[src/rtl/add_pkg.sv]
// rtl/add_pkg.sv - shared state encoding and sizing helper for the multiword adder
package add_pkg;

    typedef enum logic [1:0] {
        IDLE = 2'd0,
        RUN  = 2'd1,
        DONE = 2'd2
    } state_t;

    // Slice counter width; a single-slice configuration still needs one bit.
    function automatic int cnt_width(input int words);
        return (words > 1) ? $clog2(words) : 1;
    endfunction

endpackage

[src/rtl/add_slice.sv]
// rtl/add_slice.sv - N-bit combinational ripple-carry slice
//   A, B : slice operands    Cin  : carry in
//   Sum  : slice sum         Cout : carry out of bit N-1
//   Cmsb : carry into bit N-1 (used for signed overflow on the top slice)
module add_slice #(
    parameter int N = 4
) (
    input  logic [N-1:0] A,
    input  logic [N-1:0] B,
    input  logic         Cin,
    output logic [N-1:0] Sum,
    output logic         Cout,
    output logic         Cmsb
);

    logic [N:0] c;

    always_comb begin
        c    = '0;
        c[0] = Cin;
        for (int i = 0; i < N; i++) begin
            c[i+1] = (A[i] & B[i]) | (A[i] & c[i]) | (B[i] & c[i]);
        end
        Sum  = A ^ B ^ c[N-1:0];
        Cout = c[N];
        Cmsb = c[N-1];
    end

endmodule

[src/rtl/multiword_add_ctrl.sv]
// rtl/multiword_add_ctrl.sv - sequences one N-bit slice over WORDS cycles for W-bit add/sub
//   CLK, RST (sync, active high)
//   Start, Sub, A, B : operation request and operands, sampled when not Busy
//   Busy  : high while slices are processed
//   Done  : one-cycle pulse, Sum/Cout/Ovf valid
//   Sum, Cout, Ovf   : result, unsigned carry out, signed overflow
module multiword_add_ctrl
    import add_pkg::*;
#(
    parameter  int N     = 4,
    parameter  int WORDS = 4,
    localparam int W     = N * WORDS
) (
    input  logic         CLK,
    input  logic         RST,
    input  logic         Start,
    input  logic         Sub,
    input  logic [W-1:0] A,
    input  logic [W-1:0] B,
    output logic         Busy,
    output logic         Done,
    output logic [W-1:0] Sum,
    output logic         Cout,
    output logic         Ovf
);

    localparam int CW = cnt_width(WORDS);

    state_t         state, state_nxt;
    logic [CW-1:0]  count;
    logic           carry;
    logic [W-1:0]   a_sh, b_sh;
    logic           accept;
    logic           last;

    logic [N-1:0]   s_sum;
    logic           s_cout, s_cmsb;

    add_slice #(.N(N)) u_slice (
        .A    (a_sh[N-1:0]),
        .B    (b_sh[N-1:0]),
        .Cin  (carry),
        .Sum  (s_sum),
        .Cout (s_cout),
        .Cmsb (s_cmsb)
    );

    always_ff @(posedge CLK) begin
        if (RST) begin
            state <= IDLE;
        end else begin
            state <= state_nxt;
        end
    end

    always_comb begin
        state_nxt = state;
        accept    = 1'b0;
        last      = (count == CW'(WORDS - 1));
        Busy      = 1'b0;
        Done      = 1'b0;
        case (state)
            IDLE: begin
                if (Start) begin
                    accept    = 1'b1;
                    state_nxt = RUN;
                end
            end
            RUN: begin
                Busy = 1'b1;
                if (last) begin
                    state_nxt = DONE;
                end
            end
            DONE: begin
                Done = 1'b1;
                // Back-to-back requests are taken straight from DONE.
                if (Start) begin
                    accept    = 1'b1;
                    state_nxt = RUN;
                end else begin
                    state_nxt = IDLE;
                end
            end
            default: state_nxt = IDLE;
        endcase
    end

    always_ff @(posedge CLK) begin
        if (RST) begin
            count <= '0;
            carry <= 1'b0;
            a_sh  <= '0;
            b_sh  <= '0;
            Sum   <= '0;
            Cout  <= 1'b0;
            Ovf   <= 1'b0;
        end else if (accept) begin
            // Subtraction is A + ~B + 1: invert B here and seed the carry.
            count <= '0;
            carry <= Sub;
            a_sh  <= A;
            b_sh  <= B ^ {W{Sub}};
            Sum   <= '0;
        end else if (state == RUN) begin
            Sum[count*N +: N] <= s_sum;
            carry <= s_cout;
            a_sh  <= a_sh >> N;
            b_sh  <= b_sh >> N;
            if (last) begin
                Cout <= s_cout;
                Ovf  <= s_cmsb ^ s_cout;
            end else begin
                count <= count + 1'b1;
            end
        end
    end

endmodule

[config.mk]
export PLATFORM = sky130hd
export DESIGN_NAME = multiword_add_ctrl
export DESIGN_NICKNAME = d
export VERILOG_FILES = /design/src/rtl/add_pkg.sv /design/src/rtl/add_slice.sv /design/src/rtl/multiword_add_ctrl.sv
export SDC_FILE = /design/constraint.sdc
export NUM_CORES = 1
export LEC_CHECK = 0
export CAP_MARGIN = 40
export CORE_MARGIN = 3
export CORE_UTILIZATION = 54
export CTS_CLUSTER_DIAMETER = 50
export DETAILED_ROUTE_END_ITERATION = 6
export GPL_ROUTABILITY_DRIVEN = 0
export PLACE_DENSITY_LB_ADDON = 0.3
export SYNTH_ARGS = -nofsm -noshare
export SYNTH_HDL_FRONTEND = slang
export SYNTH_SLANG_ARGS = --single-unit
[constraint.sdc]
create_clock -name CLK -period 6.2 [get_ports CLK]
set_input_delay 1.24 -clock CLK [delete_from_list [all_inputs] [get_ports CLK]]
set_output_delay 1.24 -clock CLK [all_outputs]
set_load 0.01 [all_outputs]
==> results of run 1 <==
-- power breakdown --
| part | internal, mW | switching (mW) |
|---|---|---|
| Sequential | 0.372 | 0.0127 |
| Clock | 0.0796 | 0.113 |
| Combinational | 0.0574 | 0.0711 |
-- cells in the mapped netlist, types with 2 or more instances --
cell and count:
buf_2 12, a21oi_1 29, buf_4 2, nand2b_1 2, nand2_1 19, o21ai_1 4, nand4_1 2, nor2b_1 2
clkbuf_1 4, a211oi_2 2, ha_1 6, buf_6 2, a22oi_2 10, a22oi_1 10, inv_1 11, o31ai_1 2
nand3_1 31, xor2_1 16, mux2i_1 2, xnor2_1 2, a32o_1 12, and2_1 2, dfxtp_1 55, nand3b_1 2
a31oi_1 4, fa_1 4, nor2_1 7, o2bb2ai_1 2, and4_1 3, nor3_1 3
-- worst min-delay path: cells and delay by family, from the launching register on --
family | cells | cell delay (ns)
AND/OR/NAND/NOR | 1 | 0.05
flip-flops | 1 | 0.32
AO/OA/AOI/OAI | 1 | 0.05
-- flip-flops by register name (all words and copies together), names as in the netlist --
register and count:
Cout 1, Ovf 1, Sum 16, a_sh 16, b_sh 16, carry 1, count 2, state 2
-- per-stage QoR --
stage          utilization [%]  setup WS [ns]  instance area (µm²)
2_1_floorplan                -          4.027                 2587
3_3_place_gp             68.92          3.268                 3104
3_5_place_dp             68.92          3.218                 3104
4_1_cts                  70.72          2.954                 3186
5_1_grt                  70.72          2.845                 3186
6_report                 70.72          2.955                 3186
-- worst paths after layout --
path | start | endpoint | slack (ns) | cells past startpoint
setup / recovery | state[0] | Busy | 2.95 | 4
hold / removal | Ovf | Ovf | 0.46 | 2
setup reg to reg | a_sh[0] | Sum[11] | 3.83 | 7
hold reg to reg | Ovf | Ovf | 0.46 | 2
-- layer usage --
layer | global-route usage, % | share of wire [%]
met1 | 26.58 | 44
met2 | 36.65 | 49
met3 | 4.673 | 5.0
met4 | 6.214 | 1.2
met5 | 0 | 0
-- layout make-up --
type / count / area (µm²)
fill: 371 / 1319
clock inverter: 1 / 5.005
inverter: 12 / 50.05
clock buffer: 7 / 76.32
sequential: 55 / 1101
tap: 52 / 65.06
timing repair buffer: 59 / 580.6
multi-input combinational: 183 / 1308
-- logic make-up after synthesis --
logic type | synth area share (%)
AND/OR/NAND/NOR | 15.28
AO/OA/AOI/OAI | 22.29
flip-flops | 42.55
buffers and inverters | 7.011
XOR/XNOR | 6.093
adder cells (fa/ha/maj) | 5.996
multiplexers | 0.7737
-- layout by cell type, fill, tap and decap left out, types with 2 or more instances in the layout --
cell type	n
dfxtp_1	55
clkdlybuf4s50_1	55
nand3_1	31
a21oi_1	29
nand2_1	19
xor2_1	16
a32o_1	12
inv_1	11
a22oi_1	10
a22oi_2	10
nor2_1	7
ha_1	6
clkbuf_8	5
o21ai_1	4
a31oi_1	4
fa_1	4
buf_4	4
nor3_1	3
and4_1	3
nand2b_1	2
nand3b_1	2
o2bb2ai_1	2
mux2i_1	2
xnor2_1	2
nand4_1	2
o31ai_1	2
and2_1	2
a211oi_2	2
clkbuf_1	2
==> impl_metrics.env, run 1 <==
export IMPL_dp_cells=361
export IMPL_cts_buffer_depth=2
export IMPL_cts_tree="yes"
export IMPL_finalCriticalPeriod_ns=3.245
export IMPL_rsz0062_at_grt="false"
export IMPL_rows=24
export IMPL_hp_class="reg2reg"
export IMPL_wl_per_cell_um=14.72
export IMPL_hold_slack_ns=0.4586
export IMPL_die_height_um=75.22
export IMPL_required_ns=4.96
export IMPL_crit_family="buffers and inverters"
export IMPL_start_kind="flip-flop"
export IMPL_async_reset_ff_share_pct=0
export IMPL_maxCapViolations=0
export IMPL_p_leak_nw=1.148
export IMPL_cp_slowest_cell="clkdlybuf4s50_1"
export IMPL_status="completed"
export IMPL_fmax_mhz=308.1
export IMPL_coreArea_um2=4504
export IMPL_critical_path_cell_chain="nand2b_1 > buf_4 > inv_6 > clkdlybuf4s50_1"
export IMPL_syn_num_nets=318
export IMPL_cts_hold_buffers=0
export IMPL_fin_cells=369
export IMPL_ys_ff_latch=55
export IMPL_antenna_cells=0
export IMPL_synth_distinct_cells=38
export IMPL_grt_start_max_net_pins=46
export IMPL_via_count=2135
export IMPL_clkLatencyLatePin_ns=0.31
export IMPL_clk_pin_slew_worst_paths_ns=0.09
export IMPL_drtIter0Drc=117
export IMPL_syn_instance_count=272
export IMPL_netlist_area_leader_share_pct=42.55
export IMPL_synth_ff_type="dfxtp_1"
export IMPL_setup_violations=0
export IMPL_crit_arrival_ns=2.01
export IMPL_power_density_nw_per_um2=221.3
export IMPL_htreeDepth=2
export IMPL_post_route_period_util_pct=52.34
export IMPL_synth_edf_count=0
export IMPL_yosysSeqAreaShare_pct=42.55
export IMPL_path_class="reg2out"
export IMPL_synth_warnings=0
export IMPL_hold_viol_final=0
export IMPL_synth_area_top_cells="dfxtp_1 (43%), nand3_1 (6.0%), a21oi_1 (5.6%), xor2_1 (5.4%), a22oi_2 (4.8%)"
export IMPL_die_area_um2=5658
export IMPL_crit_fanout=34
export IMPL_clock_sinks=55
export IMPL_critPathCaptureType="output pin"
export IMPL_grt_overflow=0
export IMPL_antenna_found_initial=0
export IMPL_maxSlewViolCount=0
export IMPL_avgViaCountPerCell=5.786
export IMPL_worst_clock_skew_ns=0.003256
export IMPL_io_buffers=55
export IMPL_cts_buffers=5
export IMPL_fin_nets=362
export IMPL_ir_drop_mv=0.1213
export IMPL_wirelength_um=5431
export IMPL_drive_above_1_share_pct=7.886
export IMPL_synth_area_per_cell_um2=9.513
export IMPL_ant_nets=0
export IMPL_grt_pass1_vias=2026
export IMPL_worst_pin_slew_ns=0.8856
export IMPL_dpl_hpwl_um=3765
export IMPL_yosysTopAreaCell="dfxtp_1"
export IMPL_critPathMaxStageDelay_ns=0.60
export IMPL_drc=0
export IMPL_initial_core_util_pct=57.44
export IMPL_cts_root_buf="clkbuf_8"
export IMPL_finalSetupTns_ns=0
export IMPL_postCtsSetupRepairBufs=0
export IMPL_worst_path_buf_inv=3
export IMPL_die_w_um=75.22
export IMPL_firstDrtPassIters=4
export IMPL_grtUsageTotal_pct=21.22
export IMPL_synthToLayoutAreaGrowth_pct=23.11
export IMPL_io_pins=56
export IMPL_grt_pass1_wl_um=9246
export IMPL_netlist_area_um2=2587
export IMPL_slew_headroom_pct=40.77
export IMPL_power_mw=0.7050
export IMPL_ctsResizeCount=0
Power figures use the tool's default switching activity.
==> inputs of run 2 (changes only) <==
--- a/config.mk
+++ b/config.mk
@@ -7,7 +7,7 @@
 export LEC_CHECK = 0
 export CAP_MARGIN = 40
 export CORE_MARGIN = 3
-export CORE_UTILIZATION = 54
+export CORE_UTILIZATION = 45
 export CTS_CLUSTER_DIAMETER = 50
 export DETAILED_ROUTE_END_ITERATION = 6
 export GPL_ROUTABILITY_DRIVEN = 0
==> constraint.sdc (replaced) <==
create_clock -name CLK -period 2.95 [get_ports CLK]
set_input_delay 0.59 -clock CLK [delete_from_list [all_inputs] [get_ports CLK]]
set_output_delay 0.59 -clock CLK [all_outputs]
set_load 0.01 [all_outputs]
==> run 2 against run 1 <==
Net effect:
- sequential power increased by 110%
- critical endpoint unchanged
- highest routed layer unchanged
- final cell count increased by 5.4%
- clock power increased to 2.7 times the previous value
- cell area increased by 2.4%
- sequential cell count unchanged
- routed wire length increased by 3.3%
- core utilization decreased by 9.6 points
- largest power group unchanged
- sequential share of layout area decreased by 0.82 points
- register-to-register slack got worse by 3.2 ns
- via count increased by 1.4%
- die area increased by 18%
==> impl_metrics.env, run 2 (same netlist as run 1, synthesis figures left out) <==
export IMPL_grt_overflow=0
export IMPL_finalCriticalPeriod_ns=2.421
export IMPL_comb_power_share_pct=16.9
export IMPL_multiInputGateArea_um2=1308
export IMPL_io_pins=56
export IMPL_clock_sinks=55
export IMPL_antenna_cells=0
export IMPL_finalSetupTns_ns=0
export IMPL_dpl_hpwl_um=3965
export IMPL_fin_area_um2=3263
export IMPL_start_kind="flip-flop"
export IMPL_coreArea_um2=5335
export IMPL_cts_buffers=5
export IMPL_grt_pass1_wl_um=9156
export IMPL_clk_pin_slew_worst_paths_ns=0.10
export IMPL_grtUsageTotal_pct=17.59
export IMPL_ir_drop_mv=0.2347
export IMPL_slew_headroom_pct=70.47
export IMPL_die_height_um=81.83
export IMPL_hold_viol_final=0
export IMPL_path_class="reg2out"
export IMPL_setup_ws_ns=0.5289
export IMPL_clkLatencyLatePin_ns=0.31
export IMPL_post_place_ws_ns=0.6372
export IMPL_cts_hold_buffers=0
export IMPL_rsz0062_at_grt="false"
export IMPL_pwr_share_clk_pct=32.7
export IMPL_cts_root_buf="clkbuf_8"
export IMPL_synthToLayoutAreaGrowth_pct=26.11
export IMPL_power_density_nw_per_um2=490.7
export IMPL_postCtsSetupRepairBufs=0
export IMPL_p_switching_mw=0.4190
export IMPL_drive_above_1_share_pct=9.091
export IMPL_p_seq_share_pct=50.4
export IMPL_power_mw=1.601
export IMPL_critPathCaptureType="output pin"
export IMPL_setup_violations=0
export IMPL_avgViaCountPerCell=5.566
export IMPL_cts_tree="yes"
export IMPL_ant_nets=0
export IMPL_drc=0
export IMPL_internal_power_mw=1.182
export IMPL_fmax_mhz=413.0
export IMPL_firstDrtPassIters=4
export IMPL_io_buffers=55
export IMPL_wl_per_cell_um=14.42
export IMPL_post_route_period_util_pct=82.07
export IMPL_ctsResizeCount=0
export IMPL_status="completed"
export IMPL_crit_arrival_ns=1.83
export IMPL_swShare_pct=26.17
export IMPL_hp_class="reg2reg"
export IMPL_grt_start_max_net_pins=39
export IMPL_drtIter0Drc=62
export IMPL_htreeDepth=2
export IMPL_grt_pass1_vias=2017
export IMPL_initial_core_util_pct=48.50
export IMPL_place_area_um2=3142
export IMPL_top_regs="Sum: 16 flops, a_sh: 16 flops, b_sh: 16 flops"
export IMPL_fin_nets=364
export IMPL_p_leak_nw=1.177
export IMPL_most_common_layout_cells="dfxtp_1 (55), clkdlybuf4s50_1 (55), nand3_1 (31)"
export IMPL_via_count=2165
export IMPL_antenna_found_initial=0
export IMPL_maxCapViolations=0
export IMPL_die_area_um2=6696
export IMPL_cts_buffer_depth=2
export IMPL_wirelength_um=5608
export IMPL_worst_pin_slew_ns=0.4395
export IMPL_crit_fanout=33
export IMPL_worst_clock_skew_ns=0.006853
export IMPL_die_w_um=81.83
export IMPL_final_seq_area_um2=1101
export IMPL_maxSlewViolCount=0
export IMPL_required_ns=2.36
export IMPL_rows=26
export IMPL_fillers=487
run 2: through the flow:
stage	hold slack (ns)	util, %	cells
after floorplan	0.4479	-	272
after global placement	0.4523	58.89	381
after detailed placement	0.4512	58.89	381
after CTS	0.4741	61.16	389
after global routing	0.4817	61.16	389
final	0.4700	61.16	389
run 2: worst paths after layout:
check,end,start,slack [ns],cells past startpoint
setup / recovery,Busy,state[0],0.53,3
hold / removal,b_sh[4],b_sh[4],0.47,2
setup reg to reg,Sum[3],carry,0.64,7
hold reg to reg,b_sh[4],b_sh[4],0.47,2
run 2: power groups by stage:
stage	Clock, mW	Sequential, mW	Combinational, mW
global route	0.569	0.812	0.300
floorplan	0	0.819	0.184
finish	0.523	0.807	0.271
detailed placement	0	0.825	0.273
CTS	0.535	0.807	0.272
global placement	0	0.823	0.268
run 2: cell type report:
| class | instances | area share [%] |
|---|---|---|
| clock inverters | 2 | 1.189 |
| repair buffers | 61 | 18.25 |
| multi-input cells | 183 | 40.07 |
| clock buffers | 6 | 2.531 |
| flip-flops and latches | 55 | 33.74 |
| well taps | 70 | 2.684 |
| inverters | 12 | 1.534 |
run 2: metal layers:
layer / GRT usage (%) / share of wire [%]
met2: 30.53 / 50
met3: 4.605 / 6.2
met5: 0 / 0
met4: 5.814 / 1.1
met1: 21.00 / 43
run 2: critical path, stage by stage (launching register included):
cell	delay, ns
dfxtp_1	0.47
nand2b_1	0.17
inv_6	0.27
clkdlybuf4s50_1	0.60
